--- src/rtl/clock_enable_pkg.sv ---
// Shared definitions for the multi-channel clock-enable divider.
package clock_enable_pkg;

  // Divisor value that parks a channel: counter held at zero, no enables.
  localparam int STOP_DIV = 0;

  // Width of a channel index; never narrower than one bit.
  function automatic int ch_width(input int n);
    return (n <= 2) ? 1 : $clog2(n);
  endfunction

endpackage

--- src/rtl/multi_divider_clock_enable_if.sv ---
// Divisor-update handshake between a configuration master and the divider.
interface multi_divider_clock_enable_if import clock_enable_pkg::*; #(
  parameter int NCH = 4,
  parameter int W   = 16
) ();

  localparam int CW = ch_width(NCH);

  logic          cfg_valid;
  logic          cfg_ready;
  logic [CW-1:0] cfg_ch;
  logic [W-1:0]  cfg_div;

  modport master (output cfg_valid, output cfg_ch, output cfg_div, input cfg_ready);
  modport slave  (input cfg_valid, input cfg_ch, input cfg_div, output cfg_ready);

endinterface

--- src/rtl/divider_channel.sv ---
// One clock-enable channel: divisor, phase counter and a one-deep pending update.
module divider_channel import clock_enable_pkg::*; #(
  parameter int W           = 16,
  parameter int DEFAULT_DIV = 2
) (
  input  logic         clk,
  input  logic         rst_n,
  input  logic         sync,
  input  logic         upd,
  input  logic [W-1:0] upd_div,
  output logic         en,
  output logic         pend
);

  logic [W-1:0] div_r;
  logic [W-1:0] cnt_r;
  logic [W-1:0] pdiv_r;
  logic         pend_r;

  logic [W-1:0] div_s;
  logic [W-1:0] cnt_s;
  logic [W-1:0] pdiv_s;
  logic         pend_s;
  logic         stopped_s;
  logic         hit_s;

  assign stopped_s = (div_r == W'(STOP_DIV));
  assign hit_s     = !stopped_s && (cnt_r == (div_r - W'(1'b1)));

  // Outputs come from registered state only; reset masks en so div=1 stays quiet.
  assign en   = rst_n & hit_s;
  assign pend = pend_r;

  // Next-state: sync realigns, updates at a period boundary apply at once, others wait.
  always_comb begin
    div_s  = div_r;
    cnt_s  = cnt_r;
    pdiv_s = pdiv_r;
    pend_s = pend_r;
    if (sync) begin
      cnt_s  = {W{1'b0}};
      pend_s = 1'b0;
      if (upd) begin
        div_s = upd_div;
      end else if (pend_r) begin
        div_s = pdiv_r;
      end else begin
        div_s = div_r;
      end
    end else if (upd && (stopped_s || hit_s)) begin
      div_s  = upd_div;
      cnt_s  = {W{1'b0}};
      pend_s = 1'b0;
    end else if (upd) begin
      // Mid-period on a running channel: park it, keep counting undisturbed.
      pdiv_s = upd_div;
      pend_s = 1'b1;
      cnt_s  = cnt_r + W'(1'b1);
    end else if (hit_s) begin
      cnt_s = {W{1'b0}};
      if (pend_r) begin
        div_s  = pdiv_r;
        pend_s = 1'b0;
      end else begin
        div_s  = div_r;
        pend_s = pend_r;
      end
    end else if (stopped_s) begin
      cnt_s = {W{1'b0}};
    end else begin
      cnt_s = cnt_r + W'(1'b1);
    end
  end

  // State register with synchronous active-low reset.
  always_ff @(posedge clk) begin
    if (!rst_n) begin
      div_r  <= W'(DEFAULT_DIV);
      cnt_r  <= {W{1'b0}};
      pdiv_r <= {W{1'b0}};
      pend_r <= 1'b0;
    end else begin
      div_r  <= div_s;
      cnt_r  <= cnt_s;
      pdiv_r <= pdiv_s;
      pend_r <= pend_s;
    end
  end

endmodule

--- src/rtl/multi_divider_clock_enable.sv ---
// NCH independent clock-enable dividers sharing one update port and one sync input.
module multi_divider_clock_enable import clock_enable_pkg::*; #(
  parameter int NCH         = 4,
  parameter int W           = 16,
  parameter int DEFAULT_DIV = 2
) (
  input  logic                         clk,
  input  logic                         rst_n,
  input  logic                         sync,
  multi_divider_clock_enable_if.slave  cfg,
  output logic [NCH-1:0]               en,
  output logic [NCH-1:0]               pend
);

  localparam int CW   = ch_width(NCH);
  localparam int NPAD = 2 ** CW;

  logic [NPAD-1:0] pend_pad_s;
  logic            ready_s;
  logic [NCH-1:0]  upd_s;

  // Ready mux: indices past NCH read a zero pad, so they are always ready.
  always_comb begin
    pend_pad_s          = {NPAD{1'b0}};
    pend_pad_s[NCH-1:0] = pend;
    ready_s             = ~pend_pad_s[cfg.cfg_ch];
  end

  assign cfg.cfg_ready = ready_s;

  // Channel decode: an accepted out-of-range index matches nothing and is dropped.
  always_comb begin
    upd_s = {NCH{1'b0}};
    for (int i = 0; i < NCH; i++) begin
      upd_s[i] = cfg.cfg_valid & ready_s & (cfg.cfg_ch == CW'(i));
    end
  end

  for (genvar i = 0; i < NCH; i++) begin : g_ch
    divider_channel #(
      .W           (W),
      .DEFAULT_DIV (DEFAULT_DIV)
    ) u_ch (
      .clk     (clk),
      .rst_n   (rst_n),
      .sync    (sync),
      .upd     (upd_s[i]),
      .upd_div (cfg.cfg_div),
      .en      (en[i]),
      .pend    (pend[i])
    );
  end

endmodule

--- src/flat_wrapper.sv ---
// flat-port wrapper written by rule: the top's interface ports become plain ports
module multi_divider_clock_enable_flat import clock_enable_pkg::*;
#(
  parameter int NCH         = 4,
  parameter int W           = 16,
  parameter int DEFAULT_DIV = 2
)
  (clk, rst_n, sync, en, pend, cfg_cfg_valid, cfg_cfg_ch, cfg_cfg_div, cfg_cfg_ready);
  multi_divider_clock_enable_if #(.NCH(NCH), .W(W)) cfg_i ();
  input  logic clk;
  input  logic rst_n;
  input  logic sync;
  output logic [NCH-1:0] en;
  output logic [NCH-1:0] pend;
  input wire logic [$bits(cfg_i.cfg_valid)-1:0] cfg_cfg_valid;
  input wire logic [$bits(cfg_i.cfg_ch)-1:0] cfg_cfg_ch;
  input wire logic [$bits(cfg_i.cfg_div)-1:0] cfg_cfg_div;
  output wire logic [$bits(cfg_i.cfg_ready)-1:0] cfg_cfg_ready;
  assign cfg_i.cfg_valid = cfg_cfg_valid;
  assign cfg_i.cfg_ch = cfg_cfg_ch;
  assign cfg_i.cfg_div = cfg_cfg_div;
  assign cfg_cfg_ready = cfg_i.cfg_ready;
  multi_divider_clock_enable #(.NCH(NCH), .W(W), .DEFAULT_DIV(DEFAULT_DIV)) u_core (.clk(clk), .rst_n(rst_n), .sync(sync), .cfg(cfg_i), .en(en), .pend(pend));
endmodule
--- config.mk ---
export PLATFORM = sky130hd
export DESIGN_NAME = multi_divider_clock_enable_flat
export DESIGN_NICKNAME = d
export VERILOG_FILES = /design/src/rtl/clock_enable_pkg.sv /design/src/rtl/multi_divider_clock_enable_if.sv /design/src/rtl/divider_channel.sv /design/src/rtl/multi_divider_clock_enable.sv /design/src/flat_wrapper.sv
export SDC_FILE = /design/constraint.sdc
export NUM_CORES = 1
export LEC_CHECK = 0
export BUFFER_PORTS_ARGS = -buffer_cell sky130_fd_sc_hd__buf_4
export CORE_MARGIN = 1.5
export CORE_UTILIZATION = 45
export DETAILED_ROUTE_END_ITERATION = 10
export GPL_ROUTABILITY_DRIVEN = 0
export HOLD_SLACK_MARGIN = 0.15
export PLACE_DENSITY_LB_ADDON = 0.12
export SETUP_SLACK_MARGIN = 0.15
export SLEW_MARGIN = 20
export SYNTH_ARGS = -nofsm -noshare
export SYNTH_HDL_FRONTEND = slang
export SYNTH_SLANG_ARGS = --single-unit
export TNS_END_PERCENT = 50
--- constraint.sdc ---
create_clock -name clk -period 4.2 [get_ports clk]
set_clock_uncertainty 0.2 [all_clocks]
set_input_delay 0 -clock clk [delete_from_list [all_inputs] [get_ports clk]]
set_output_delay 0 -clock clk [all_outputs]
set_load 0.02 [all_outputs]
---- Yosys cells after proc, flatten, opt, wreduce, memory -nomap -nowiden ----
Index checks and enable logic that the tools add are counted.
operators by class
  add/subtract/negate cells ............... 8
  magnitude comparators ................... 1
  eq/ne operators ......................... 11
  mux-type cells .......................... 46
  bitwise operators ....................... 16
  reductions and logical operators ........ 41
operators with widths
  cell                                                 count
  two-way mux 16 bit                                   36
  adder 16 x 1 -> 16 bit, second input constant        4
  equality test 16 bit                                 4
  logical NOT 16 bit                                   4
  subtractor 16 x 1 -> 16 bit, second input constant   4
  != test 3 x 2 -> 1 bit, second input constant        4
  AND reduction 3 bit                                  4
  nonzero test 3 bit                                   4
  OR reduction 3 bit                                   4
  AND 1 bit                                            9
  two-way mux 1 bit                                    9
  logical AND 1 bit                                    8
  AND reduction 2 bit                                  4
  nonzero test 2 bit                                   4
  inverter 1 bit                                       7
  equality test 2 bit, second input constant           2
  logical NOT 1 bit                                    4
  logical OR 1 bit                                     4
  < comparator 2 x 3 -> 1 bit, second input constant   1
  binary-select mux 1 bit (select 2 bit)               1
  equality test 2 x 1 -> 1 bit, second input constant  1
  logical NOT 2 bit                                    1
word-level totals
  register bits ........................... 196
  input bits .............................. 22

---- Depth between registers and ports, before layout ----
  depth in word-level cells ............... 8
  mapped depth ............................ 13
  mapped depth without buffers ............ 10

---- Modules after synthesis ----
A second synthesis with hierarchy kept.
unflattened totals
  cell total of the unflattened synthesis .. 1,417
  area total of the unflattened synthesis .. 11,962.7 um2
by module, submodules not included
  module                                      times used  cells each  area each (um2)
  divider_channel at u_core.g_ch[0].u_ch ...  2           387         3,129.3
  divider_channel at u_core.g_ch[2].u_ch ...  2           318         2,820.2
  multi_divider_clock_enable                  1           7           63.8

---- Least setup slack after synthesis ----
No wires, ideal clock.
  path kind ............................... register -> register
  start ................................... register u_core.g_ch[2].u_ch.div_r[3]
  end ..................................... register u_core.g_ch[2].u_ch.div_r[10]
  arrival ................................. 2,997 ps
  path slack .............................. 929 ps
  stages on the path, launching flop included .. 11
  buffers on the path ..................... 2
  clock period less this slack ............ 3,271 ps
  cells stage by stage .................... dfxtp_1 clkbuf_1 or4_4 or4_1 a21o_1 a221oi_2 nand4_1 a21oi_2 buf_2 mux2_2 o22ai_2
between the ends
  cells in the longest elaborated chain, start to end .. 7
  elaborated cells between the ends (all ways) .. 12
  classes of those cells .................. 1 x add/sub; 2 x eq/ne; 2 x mux; 7 x reduce/logical
ends and longest elaborated chain
  element                                                              RTL line                                      text
  start: declaration                                                   divider_channel.sv:15                         logic [W-1:0] div_r;
  start signal: assignment                                             divider_channel.sv:78                         div_r <= W'(DEFAULT_DIV);
  start signal: assignment                                             divider_channel.sv:83                         div_r <= div_s;
  subtractor 16 x 1 -> 16 bit or logical NOT 16 bit (tied branches)    divider_channel.sv:28, divider_channel.sv:27
  equality test 16 bit or logical NOT 1 bit (tied branches)            divider_channel.sv:28                         assign hit_s = !stopped_s && (cnt_r == (div_r - W'(1'b1)));
  logical AND 1 bit                                                    divider_channel.sv:28
  logical OR 1 bit                                                     divider_channel.sv:50                         end else if (upd && (stopped_s || hit_s)) begin
  logical AND 1 bit                                                    divider_channel.sv:50
  != test 3 x 2 -> 1 bit (no line) (tied with other cells)             --
  AND reduction 2 bit (no line) or two-way mux 16 bit (tied branches)  --
Several ways; a longest one is shown, not always the timed one.
A chain may end at the register's enable or synchronous reset.

---- Worst setup path after layout ----
  start ................................... register u_core.g_ch[0].u_ch.div_r[0]
  end ..................................... register u_core.g_ch[0].u_ch.div_r[15]
between the ends
  cells in the longest elaborated chain, start to end .. 7
  elaborated cells between the ends (all ways) .. 12
  classes of those cells .................. 1 x add/sub; 2 x eq/ne; 2 x mux; 7 x reduce/logical
ends and longest elaborated chain
  element                                                              RTL line
  start: declaration                                                   divider_channel.sv:15
  start signal: assignment                                             divider_channel.sv:78
  start signal: assignment                                             divider_channel.sv:83
  subtractor 16 x 1 -> 16 bit or logical NOT 16 bit (tied branches)    divider_channel.sv:28, divider_channel.sv:27
  equality test 16 bit or logical NOT 1 bit (tied branches)            divider_channel.sv:28
  logical AND 1 bit                                                    divider_channel.sv:28
  logical OR 1 bit                                                     divider_channel.sv:50
  logical AND 1 bit                                                    divider_channel.sv:50
  != test 3 x 2 -> 1 bit (no line) (tied with other cells)             --
  AND reduction 2 bit (no line) or two-way mux 16 bit (tied branches)  --
Several ways; a longest one is shown, not always the timed one.

==> results.py <==
metrics = {
    "global_route": {
        "grt_pass1_wl_um": 47300,
        "grt.total_usage": 0.225,
        "overflow": 0,
        "grt_pass1_vias": 9049,
        "grt_max_degree": 68,
        "antenna_found_initial": 0,
    },
    "critical_path": {
        "path_class": "flop to flop",
        "endpoint_kind": "flop",
        "ff2ff_path_depth": 10,
        "critical_path_peak_fanout": 15,
        "critical_path.startpoint_type": "flop",
        "slowest_delay_ns": 0.56,
        "reg2reg_to": "u_core.g_ch[0].u_ch.div_r[15]",
        "slowest_stage": "a21oi_2",
        "regToRegSetupSlack_ns": 0.47,
        "worstPathCellList": "inv_1 > ha_1 > and2_1 > o21ai_0 > a31oi_1 > or4_1 > nor4b_1 > nor3_1 > a21oi_2 > o221a_2",
        "cp.required_ns": 4.37,
        "worstPathArrival_ns": 3.90,
        "rr_startpoint": "u_core.g_ch[0].u_ch.div_r[0]",
    },
    "sta": {
        "setup_viol": 0,
        "fmax_mhz": 268,
        "grt_setup_unrepaired": "false",
        "slew_viol_final": 0,
        "fin_crit_sh": 0.888,
        "setup_tns_ns": 0,
        "finalHoldViolations": 0,
        "period_needed_ns": 3.73,
        "max_slew.worst_pin.slew_ns": 0.923,
        "relSlewSlack": 0.385,
    },
    "clock_network": {
        "clock_latency_ns": 0.43,
        "postCtsSetupRepairBufs": 0,
        "cts_sinks": 196,
        "ctsHtreeMaxLevel": 4,
        "cts.reportedPaths.clkPinSlew_ns": 0.07,
        "cts_buffer_depth": 2,
        "cts_tree": "done",
        "clockRootBuffer": "clkbuf_16",
        "cts_buffers": 17,
    },
    "die": {
        "fp.dieH_um": 163,
        "start_util": 0.457,
        "die_area_sq_um": 26500,
        "core_sq_um": 25100,
        "die_w_um": 163,
        "ios": 31,
        "core.rowCount": 58,
    },
    "power_and_ir_drop": {
        "p_per_area_nw_per_um2": 342,
        "power.total_w": 0.00434,
        "peakVddDrop_mv": 0.226,
        "p_leak_nw": 4.96,
    },
    "synth": {
        "netlist_instances": 1356,
        "async_flop_share": 0,
        "yosys_most_used_dff": "dfxtp_1",
        "syn_area_sq_um": 11500,
        "netlist.area_leader.share": 0.342,
        "ys.warnings.count": 0,
        "ys_ff_latch": 196,
        "yosys.area.top_type": "dfxtp_1",
        "synth_edf_count": 0,
        "synth_cell_types": 84,
        "yosysSeqAreaShare": 0.342,
        "yosys-top-cells-area": "dfxtp_1, mux2i_1, nor2_1, xor2_1, xnor2_1",
        "synth.avg_cell_area_sq_um": 8.46,
        "synth_nets": 1390,
    },
    "status": {
        "status": "completed",
    },
    "min_path": {
        "hold_depth": 2,
        "hold_class": "flop to flop",
        "min_from": "u_core.g_ch[1].u_ch.pdiv_r[11]",
        "min_to": "u_core.g_ch[1].u_ch.pdiv_r[11]",
    },
    "detailed_routing": {
        "wl_um": 29100,
        "routedWlPerCell_um": 17.1,
        "drtIter0Drc": 681,
        "drt_drc_violations_left": 0,
        "routed-via-count": 9478,
        "firstDrtPassIters": 5,
        "detail-route-antenna-nets": 0,
        "avgViaCountPerCell": 5.58,
    },
    "place": {
        "dp_hpwl_um": 20300,
        "numPortBuffers": 30,
    },
    "final_layout": {
        "final_nets": 1389,
        "nFillCells": 2459,
        "syn2layout_area_growth_pct": 10.6,
        "drive_gt1_frac": 0.111,
        "num_antenna_cells": 0,
    },
    "flow_run": {
        "cap_viol_max_count": 0,
    },
}
## cell type report
class | count | area (sq um) | area share
multi-input cells | 1023 | 6960 | 0.549
flip-flops and latches | 196 | 3920 | 0.309
repair buffers | 76 | 626 | 0.0493
clock buffers | 23 | 478 | 0.0377
well taps | 330 | 413 | 0.0326
inverters | 41 | 154 | 0.0121
clock inverters | 9 | 126 | 0.00996
## metal layers
metal	vias up	GRT usage	wire, um
met5	-	0	0
met4	0	0.0575	383
met3	20	0.0303	811
met2	168	0.374	13800
met1	4506	0.307	14000
li1	4784	-	-
## stage by stage
step	util	instance area [sq um]	std cells	setup WS [ns]	hold WS, ns
floorplan	-	11500	1356	0.929	-0.0561
global placement	0.472	11900	1644	0.584	0.149
detailed placement	0.472	11900	1644	0.511	0.157
CTS	0.505	12700	1698	0.457	0.255
global route	0.505	12700	1698	0.232	0.264
finish	0.505	12700	1698	0.472	0.262
## synth_stat cells, types with 7 or more instances
library cell  count
and3_1           19
nand3_1          45
nor3_1           26
or4_1             8
or3_1            11
nor4_1           16
buf_2             7
o2bb2ai_1        14
o21ai_0          25
a2bb2oi_1        14
nand4_1          21
o221a_2          15
xnor2_1          63
mux2_2           18
nand2b_1          8
ha_1             12
nand2_1         131
mux2i_1         128
buf_4            10
nor3b_1           7
o22ai_1          11
o22ai_2          10
clkbuf_1         72
inv_1            40
a22oi_1          15
xor2_1           70
nor4b_1           9
nor2_1          182
and2_1            7
dfxtp_1         196
a21oi_1          41
## worst max-delay path by stage
| stage | startpoint | end | slack [ns] |
|---|---|---|---|
| 4_1_cts | u_core.g_ch[0].u_ch.div_r[0] | u_core.g_ch[0].u_ch.div_r[15] | 0.46 |
| 2_1_floorplan | u_core.g_ch[2].u_ch.div_r[3] | u_core.g_ch[2].u_ch.div_r[10] | 0.93 |
| 6_report | u_core.g_ch[0].u_ch.div_r[0] | u_core.g_ch[0].u_ch.div_r[15] | 0.47 |
| 3_5_place_dp | u_core.g_ch[0].u_ch.div_r[0] | u_core.g_ch[0].u_ch.div_r[15] | 0.51 |
| 5_1_grt | u_core.g_ch[3].u_ch.div_r[0] | u_core.g_ch[3].u_ch.div_r[13] | 0.23 |
| 3_3_place_gp | u_core.g_ch[0].u_ch.div_r[0] | u_core.g_ch[0].u_ch.div_r[15] | 0.58 |
## worst max-delay path: cells and delay by family (launching register included)
| family | cells | cell delay (ns) |
|---|---|---|
| flip-flops | 1 | 0.47 |
| buffers and inverters | 1 | 0.10 |
| AND/OR/NAND/NOR | 4 | 1.34 |
| adder cells (fa/ha/maj) | 1 | 0.31 |
| AO/OA/AOI/OAI | 4 | 1.23 |
## report_power, final
part	internal, W	switching (W)
registers	0.00191	0.0000772
clock network	0.000984	0.000716
logic	0.000278	0.000378
total	0.00317	0.00117
## state kept, by name (all words and copies together) (netlist names)
signal and count:
u_core.g_ch.u_ch.pend 4, u_core.g_ch.u_ch.cnt_r 64, u_core.g_ch.u_ch.pdiv_r 64, u_core.g_ch.u_ch.div_r 64
## kinds of logic (layout without fill, tap and decap cells)
logic type | count (synthesis) | count (layout) | share of synthesized area
xor gates and xnor gates | 134 | 134 | 0.104
DFF | 196 | 196 | 0.342
and+or+nand+nor | 522 | 522 | 0.220
buffers and inverters | 137 | 149 | 0.0517
muxes | 147 | 147 | 0.131
AOI/OAI and AO/OA | 208 | 208 | 0.138
adders and majority gates | 12 | 12 | 0.0131
## cell usage in the layout (no fill, tap or decap), types with 8 or more instances in the layout
master           n
mux2i_1        128
ha_1            12
a2bb2oi_1       14
or4_1            8
o2bb2ai_1       14
nor4_1          16
inv_1           39
a21oi_1         41
nand2b_1         8
nand3_1         45
mux2_2          18
dlygate4sd3_1   22
dfxtp_1        196
nand4_1         21
xor2_1          70
nand2_1        131
a22oi_1         15
nor2_1         181
clkbuf_16       17
buf_4           54
o221a_2         15
xnor2_1         63
o22ai_1         11
nor4b_1          9
o21ai_0         25
nor3_1          26
o22ai_2         10
or3_1           11
and3_1          19
## repair_timing
action | CTS | global route
hold buffers | 22 | 0
endpoints found under the hold margin | 133 | 0
resized for setup | 0 | 0
Note: power is estimated with default switching activity, not from simulation.
